File: config.mk
export PLATFORM = sky130hd
export DESIGN_NAME = cpu_ctrl
export DESIGN_NICKNAME = d
export VERILOG_FILES = /design/src/rtl/cpu_pkg.sv /design/src/rtl/cpu_ring.sv /design/src/rtl/cpu_ctrl.sv
export SDC_FILE = /design/constraint.sdc
export NUM_CORES = 1
export LEC_CHECK = 0
export CAP_MARGIN = 20
export CORE_UTILIZATION = 41
export DETAILED_ROUTE_END_ITERATION = 6
export GPL_TIMING_DRIVEN = 0
export PLACE_DENSITY_LB_ADDON = 0.08
export SETUP_SLACK_MARGIN = 0.3
export SKIP_CTS_REPAIR_TIMING = 1
export SLEW_MARGIN = 20
export SYNTH_ARGS = -nofsm -noshare
export SYNTH_HDL_FRONTEND = slang
export SYNTH_SLANG_ARGS = --single-unit
export TNS_END_PERCENT = 30
File: constraint.sdc
create_clock -name clk -period 2.6 [get_ports clk]
set_input_delay 0.39 -clock clk [delete_from_list [all_inputs] [get_ports clk]]
set_output_delay 0.39 -clock clk [all_outputs]
set_load 0.01 [all_outputs]
File: src/rtl/cpu_pkg.sv
// Shared constants for the 8-bit CPU control sequencer: opcodes, T-state
// encoding and the bit layout of the 15-bit microcode control word.
package cpu_pkg;

  localparam int STEP_W = 3;
  localparam int CW_W   = 15;

  localparam logic [STEP_W-1:0] T0 = 3'd0;
  localparam logic [STEP_W-1:0] T1 = 3'd1;
  localparam logic [STEP_W-1:0] T2 = 3'd2;
  localparam logic [STEP_W-1:0] T3 = 3'd3;
  localparam logic [STEP_W-1:0] T4 = 3'd4;

  localparam logic [3:0] OP_NOP = 4'h0;
  localparam logic [3:0] OP_LDA = 4'h1;
  localparam logic [3:0] OP_ADD = 4'h2;
  localparam logic [3:0] OP_SUB = 4'h3;
  localparam logic [3:0] OP_STA = 4'h4;
  localparam logic [3:0] OP_LDI = 4'h5;
  localparam logic [3:0] OP_JMP = 4'h6;
  localparam logic [3:0] OP_JC  = 4'h7;
  localparam logic [3:0] OP_JZ  = 4'h8;
  localparam logic [3:0] OP_OUT = 4'hE;
  localparam logic [3:0] OP_HLT = 4'hF;

  localparam int CW_CO   = 0;
  localparam int CW_CE   = 1;
  localparam int CW_J    = 2;
  localparam int CW_MI   = 3;
  localparam int CW_RO   = 4;
  localparam int CW_RI   = 5;
  localparam int CW_II   = 6;
  localparam int CW_IO   = 7;
  localparam int CW_AI   = 8;
  localparam int CW_AO   = 9;
  localparam int CW_BI   = 10;
  localparam int CW_ALUO = 11;
  localparam int CW_CUT  = 12;
  localparam int CW_OI   = 13;
  localparam int CW_FI   = 14;

endpackage

File: src/rtl/cpu_ring.sv
// T-state ring: counts T0..T4 and wraps, holds while frozen (halted),
// synchronous active-high reset back to T0.
module cpu_ring
  import cpu_pkg::*;
(
  input  logic              clk,
  input  logic              rst,
  input  logic              i_freeze,
  output logic [STEP_W-1:0] o_step
);

  logic [STEP_W-1:0] r_step;

  always_ff @(posedge clk) begin
    if (rst) begin
      r_step <= T0;
    end else if (!i_freeze) begin
      r_step <= (r_step == T4) ? T0 : r_step + 3'd1;
    end
  end

  assign o_step = r_step;

endmodule

File: src/rtl/cpu_ctrl.sv
// Microcoded control sequencer: decodes (T-state, opcode, flags) into one-hot
// bus/register strobes and keeps the carry/zero flags and the sticky halt bit.
module cpu_ctrl
  import cpu_pkg::*;
#(
  parameter int OP_W  = 4,
  parameter int ARG_W = 4
) (
  input  logic                  clk,
  input  logic                  rst,
  input  logic [OP_W+ARG_W-1:0] ctl_ir,
  input  logic                  alu_cy,
  input  logic                  alu_z,
  output logic                  ctl_co,
  output logic                  ctl_ce,
  output logic                  ctl_j,
  output logic                  ctl_mi,
  output logic                  ctl_ro,
  output logic                  ctl_ri,
  output logic                  ctl_ii,
  output logic                  ctl_io,
  output logic                  ctl_ai,
  output logic                  ctl_ao,
  output logic                  ctl_bi,
  output logic                  alu_out,
  output logic                  alu_cut,
  output logic                  ctl_oi,
  output logic                  ctl_fi,
  output logic                  flag_cy,
  output logic                  flag_z,
  output logic                  ctl_hlt,
  output logic [2:0]            ctl_step
);

  logic [STEP_W-1:0] w_step;
  logic [OP_W-1:0]   w_op;
  logic [CW_W-1:0]   w_cw;
  logic              w_hlt_set;
  logic              w_unused_arg;
  logic              r_halted;
  logic              r_flag_cy;
  logic              r_flag_z;

  assign w_op         = ctl_ir[OP_W+ARG_W-1:ARG_W];
  assign w_unused_arg = ^ctl_ir[ARG_W-1:0];

  cpu_ring u_ring (
    .clk      (clk),
    .rst      (rst),
    .i_freeze (r_halted),
    .o_step   (w_step)
  );

  // Reset and halt both mask the whole control word, so no strobe can leak.
  always_comb begin
    w_cw      = '0;
    w_hlt_set = 1'b0;
    if (!rst && !r_halted) begin
      case (w_step)
        T0: begin w_cw[CW_CO] = 1'b1; w_cw[CW_MI] = 1'b1; end
        T1: begin w_cw[CW_RO] = 1'b1; w_cw[CW_II] = 1'b1; w_cw[CW_CE] = 1'b1; end
        T2: begin
          case (w_op)
            OP_LDA, OP_ADD, OP_SUB, OP_STA: begin w_cw[CW_IO] = 1'b1; w_cw[CW_MI] = 1'b1; end
            OP_LDI: begin w_cw[CW_IO] = 1'b1; w_cw[CW_AI] = 1'b1; end
            OP_JMP: begin w_cw[CW_IO] = 1'b1; w_cw[CW_J] = 1'b1; end
            OP_JC:  begin w_cw[CW_IO] = r_flag_cy; w_cw[CW_J] = r_flag_cy; end
            OP_JZ:  begin w_cw[CW_IO] = r_flag_z;  w_cw[CW_J] = r_flag_z;  end
            OP_OUT: begin w_cw[CW_AO] = 1'b1; w_cw[CW_OI] = 1'b1; end
            OP_HLT: w_hlt_set = 1'b1;
            default: ;
          endcase
        end
        T3: begin
          case (w_op)
            OP_LDA:         begin w_cw[CW_RO] = 1'b1; w_cw[CW_AI] = 1'b1; end
            OP_ADD, OP_SUB: begin w_cw[CW_RO] = 1'b1; w_cw[CW_BI] = 1'b1; end
            OP_STA:         begin w_cw[CW_AO] = 1'b1; w_cw[CW_RI] = 1'b1; end
            default: ;
          endcase
        end
        T4: begin
          if (w_op == OP_ADD || w_op == OP_SUB) begin
            w_cw[CW_ALUO] = 1'b1;
            w_cw[CW_AI]   = 1'b1;
            w_cw[CW_FI]   = 1'b1;
            w_cw[CW_CUT]  = (w_op == OP_SUB);
          end
        end
        default: ;
      endcase
    end
  end

  // Flags capture the live ALU outputs only on the fi strobe.
  always_ff @(posedge clk) begin
    if (rst) begin
      r_halted  <= 1'b0;
      r_flag_cy <= 1'b0;
      r_flag_z  <= 1'b0;
    end else begin
      if (w_hlt_set) r_halted <= 1'b1;
      if (w_cw[CW_FI]) begin
        r_flag_cy <= alu_cy;
        r_flag_z  <= alu_z;
      end
    end
  end

  assign ctl_co   = w_cw[CW_CO];
  assign ctl_ce   = w_cw[CW_CE];
  assign ctl_j    = w_cw[CW_J];
  assign ctl_mi   = w_cw[CW_MI];
  assign ctl_ro   = w_cw[CW_RO];
  assign ctl_ri   = w_cw[CW_RI];
  assign ctl_ii   = w_cw[CW_II];
  assign ctl_io   = w_cw[CW_IO];
  assign ctl_ai   = w_cw[CW_AI];
  assign ctl_ao   = w_cw[CW_AO];
  assign ctl_bi   = w_cw[CW_BI];
  assign alu_out  = w_cw[CW_ALUO];
  assign alu_cut  = w_cw[CW_CUT];
  assign ctl_oi   = w_cw[CW_OI];
  assign ctl_fi   = w_cw[CW_FI];
  assign flag_cy  = r_flag_cy;
  assign flag_z   = r_flag_z;
  assign ctl_hlt  = r_halted;
  assign ctl_step = w_step;

endmodule

* Yosys cells after proc, flatten, opt, wreduce, memory -nomap -nowiden
Cells that the tools add are included.
Word-level totals: flip-flop bits (word level) 6, bits in latches 0, bits in writable memories 0, ROM bits 0, bits of input ports 12, output and inout bits 21, logic and storage cells 57, memories 0
Operators by class: add/subtract/negate cells 1, $mul 0, divide/modulo/power cells 0, order comparisons 0, eq/ne operators 14, shifts and indexed selects 0, multiplexer cells 29, bitwise operators 0, reductions and logical operators 9
Operator list (count):
- 1-bit 2-to-1 mux | 19
- 4-bit by 3-bit equality test with 1-bit output, second input constant | 4
- 15-bit 2-to-1 mux | 1
- 4-bit equality test, second input constant | 3
- 1-bit case mux with 3 select lines | 3
- 4-bit by 2-bit equality test with 1-bit output, second input constant | 2
- 3-bit by 2-bit equality test with 1-bit output, second input constant | 2
- 1-bit case mux with 2 select lines | 3
- 6-bit OR reduction | 1
- 4-bit by 1-bit equality test with 1-bit output, second input constant | 1
- 2-bit 2-to-1 mux | 2
- 4-bit OR reduction | 1
- 3-bit by 1-bit adder with 3-bit output, second input constant | 1
- 3-bit by 1-bit equality test with 1-bit output, second input constant | 1
- 3-bit equality test, second input constant | 1
- 3-bit zero test | 1
- 3-bit 2-to-1 mux | 1
- 3-bit OR reduction | 1
- 1-bit zero test | 2
- 2-bit OR reduction | 1
- 1-bit logical AND | 1
- 1-bit logical OR | 1

* Logic depth before layout (Yosys ltp)
word-level depth 5, mapped depth 6, depth with buffers taken out 5

* Modules after synthesis
From an unflattened synthesis, not the netlist that was laid out.
Unflattened totals: cells, all modules 81, area, all modules 633.1 µm²
By module, submodules not included:
- cpu_ctrl | times used 1, cells each 63, area each 481.7 µm², seq. area each 60.1 µm²
- cpu_ring | times used 1, cells each 18, area each 151.4 µm², seq. area each 60.1 µm²

* Worst setup path before layout
No wires, ideal clock.
path type register to output, from reg u_ring.r_step[1], in the netlist u_ring.o_step[1], to out ctl_ao, arrival 1.605 ns, slack 0.605 ns, stages on the path, launching flop included 5, cells stage by stage dfxtp_1 > ha_1 > or4b_4 > nor3_4 > o211a_1
Between the ends: word-level cells in the longest chain between the ends 3
RTL lines:
- from (decl) | RTL line cpu_ring.sv:12 | logic [STEP_W-1:0] r_step;
- from (signal assigned) | RTL line cpu_ring.sv:18 | r_step <= (r_step == T4) ? T0 : r_step + 3'd1;
- 3-bit by 2-bit equality test with 1-bit output | RTL line cpu_ctrl.sv:59 | case (w_step)
- 1-bit case mux with 2 select lines * | RTL line cpu_ctrl.sv:59
- 15-bit 2-to-1 mux * | RTL line cpu_ctrl.sv:58 | if (!rst && !r_halted) begin
- to (decl) | RTL line cpu_ctrl.sv:23 | output logic ctl_ao,
Mark *: on every way between the ends. The rest lies on a longest branch, timed or not.

* Worst setup path in the final report
from reg u_ring.r_step[1], in the netlist u_ring.o_step[1], to out ctl_j
Between the ends: word-level cells in the longest chain between the ends 3
RTL lines:
- 3-bit by 2-bit equality test with 1-bit output | RTL line cpu_ctrl.sv:59
- 1-bit 2-to-1 mux | RTL line cpu_ctrl.sv:59
- 15-bit 2-to-1 mux | RTL line cpu_ctrl.sv:58
- to (decl) | RTL line cpu_ctrl.sv:16 | output logic ctl_j,
Every way passes these cells.

==> results.cfg <==
[logic_synthesis]
yosysSeqAreaShare_pct = 19.4
netlist_area_um2 = 618
syn-instance-count = 78
syn_nets = 95
yosysWarningCount = 0
syn_avg_cell_area_um2 = 7.92
synthDistinctLibCells = 33
synth_area_leader_cell = dfxtp_1
synthTopCellsByArea = dfxtp_1, ha_1, nand2b_1, nor2_1, nor4b_2
synth_seq_cells = 6
synth_top_area_share_pct = 19.4

[layout]
mostFrequentLayoutCells = clkdlybuf4s50_1, nor2_1, nand2b_1, dlymetal6s2s_1
n_antenna_cell = 0
n_fill_cell = 115
nets = 125
design_area_um2 = 941
layout-drive-gt1-share_pct = 17.0
final_common_cell = clkdlybuf4s50_1
finish.utilization_pct = 69.7
area_growth_pct = 52.2

[global_route]
antenna_found_initial = 0
grt_pass1_wl_mm = 2.10
grt_max_degree = 11
grt-ovfl-total = 0
grt_pass1_vias = 494
track_usage_pct = 18.6

[run_status]
status = finished clean

[setup_path]
crit_path_top_delay_cell = clkdlybuf4s50_1
critPathCaptureType = primary output
crit_fanout = 6
path_cells = ha_2 > or4b_4 > nor2_1 > clkdlybuf4s50_1
arrival_ns = 2.02
reg2reg_from = u_ring.o_step[1]$_SDFFE_PP0N_
required_ns = 2.21
critPathLaunch = u_ring.o_step[1]$_SDFFE_PP0N_
path_class = reg -> out
start_kind = register
cpPeakStageDelay_ns = 0.54
crit_buf_inv = 1
cp_top_family = simple AND/OR/NAND/NOR gates

[hold_path]
hold_path.class = reg -> reg
holdCritStartpoint = flag_cy$_SDFFE_PP0P_

[die]
dieArea_um2 = 1670
io_pins = 33
fp-row-count = 13
die_x_um = 40.8
initial_utilization_pct = 45.8
die_y_um = 40.8
core-area_um2 = 1350

[clock_network]
cts_buffer_depth = 2
clk_latency_ns = 0.24
path_clk_slew_ns = 0.04
cts_tree = done
clock_sinks = 6
cts_buffers = 3
htreeDepth = 1
cts_root_buf = clkbuf_4

[sta]
finClkSkew_ns = 0.00197
worst_slew_pin_slew_ns = 0.430
slew_headroom_pct = 71.3
setup_viol = 0
hold_viol_final = 0
period_share_pct = 92.5
period_needed_ns = 2.41
slew_violations = 0
fmax_mhz = 416
grt_setup_unrepaired = true

[flow_run]
max_cap_viol_count = 0

[placement]
gp_congestion = 0.794
portBuffers = 25
place_area_um2 = 887
place_hpwl_mm = 1.10

[detailed_routing]
wl_per_cell_um = 11.5
vias_per_cell = 5.36
firstDrtPassIters = 4
antenna_left = 0
wirelength_mm = 1.39
drc = 0
num_vias = 649
drt_iter0_drc = 9

[power_and_ir_drop]
p_leak_nw = 0.446
vdd.ir_drop.worst_mv = 0.389
powerDensity_nw_per_um2 = 338
synthesized netlist by cell type, drive strengths merged:
master and n:
o211ai 1, and3b 2, nor4b 4, and3 1, buf 3, o21bai 1, a21oi 3, a211o 1
o21ai 2, or2 1, ha 5, nand2 2, o211a 1, nand3 1, mux2i 2, nor2 10
dfxtp 6, nor2b 1, clkbuf 5, o21ba 1, and2 2, a32oi 1, a22oi 1, inv 4
a211oi 2, nand3b 2, nand4 1, or4b 1, nand2b 6, nor3 5
cell type report:
cell class,instances,area (um2),share of cell area (%)
buffer,8,46.3,4.92
tap,15,18.8,1.99
sequential,6,123,13.0
multi-input combinational,60,458,48.7
clock buffer,3,22.5,2.39
timing repair buffer,25,258,27.4
inverter,4,15.0,1.60
flip-flops by register name, indices dropped and copies added (netlist names):
name and flops:
u_ring.o_step 3, ctl_hlt 1, flag_cy 1, flag_z 1
final timing paths:
kind	to	slack [ns]	depth (start not counted)
setup reg to reg	flag_z$_SDFFE_PP0P_	1.13	5
setup / recovery	ctl_j	0.19	4
hold reg to reg	flag_cy$_SDFFE_PP0P_	0.48	2
hold / removal	flag_cy$_SDFFE_PP0P_	0.48	2
worst register-to-register path, stage by stage, from the launching register on:
cell and delay (ns):
dfxtp_2 0.35, inv_1 0.09, ha_1 0.24, nand2_1 0.13, nor4b_2 0.37, mux2i_1 0.23
metal layers:
layer	part of all wire, %	track usage [%]
met1	48	25.6
met2	45	29.3
met3	5.5	1.63
met4	1.3	7.50
met5	0	0
power by group:
part / switching (W) / leakage [nW] / total, W / internal, W
registers: 0.00000919 / 0.0495 / 0.000109 / 0.0000997
clock network: 0.0000304 / 0.0138 / 0.0000824 / 0.0000520
logic: 0.0000615 / 0.383 / 0.000127 / 0.0000656
total: 0.000101 / 0.446 / 0.000318 / 0.000217
per-stage QoR:
| stage | setup TNS [ns] | worst slack, ns | power (W) | cells | hold WS (ns) |
|---|---|---|---|---|---|
| finish | 0 | 0.194 | 0.000318 | 121 | 0.479 |
| detailed placement | -0.250 | -0.117 | 0.000235 | 118 | 0.481 |
| global route | 0 | 0.0364 | 0.000341 | 121 | 0.515 |
| floorplan | 0 | 0.605 | 0.000182 | 78 | 0.500 |
| CTS | -0.352 | -0.160 | 0.000320 | 121 | 0.487 |
| global placement | -0.281 | -0.135 | 0.000235 | 118 | 0.472 |
cell families (layout without fill, tap and decap cells):
kind of cell / after synthesis / after routing / synth area share, %
flip-flops: 6 / 6 / 19.4
AND/OR/NAND/NOR: 39 / 39 / 41.3
buffers and inverters: 12 / 40 / 9.72
AO/OA/AOI/OAI: 14 / 14 / 16.2
multiplexers: 2 / 2 / 3.24
adder cells (fa/ha/maj): 5 / 5 / 10.1
No activity file was read; power rests on OpenSTA's default activity.
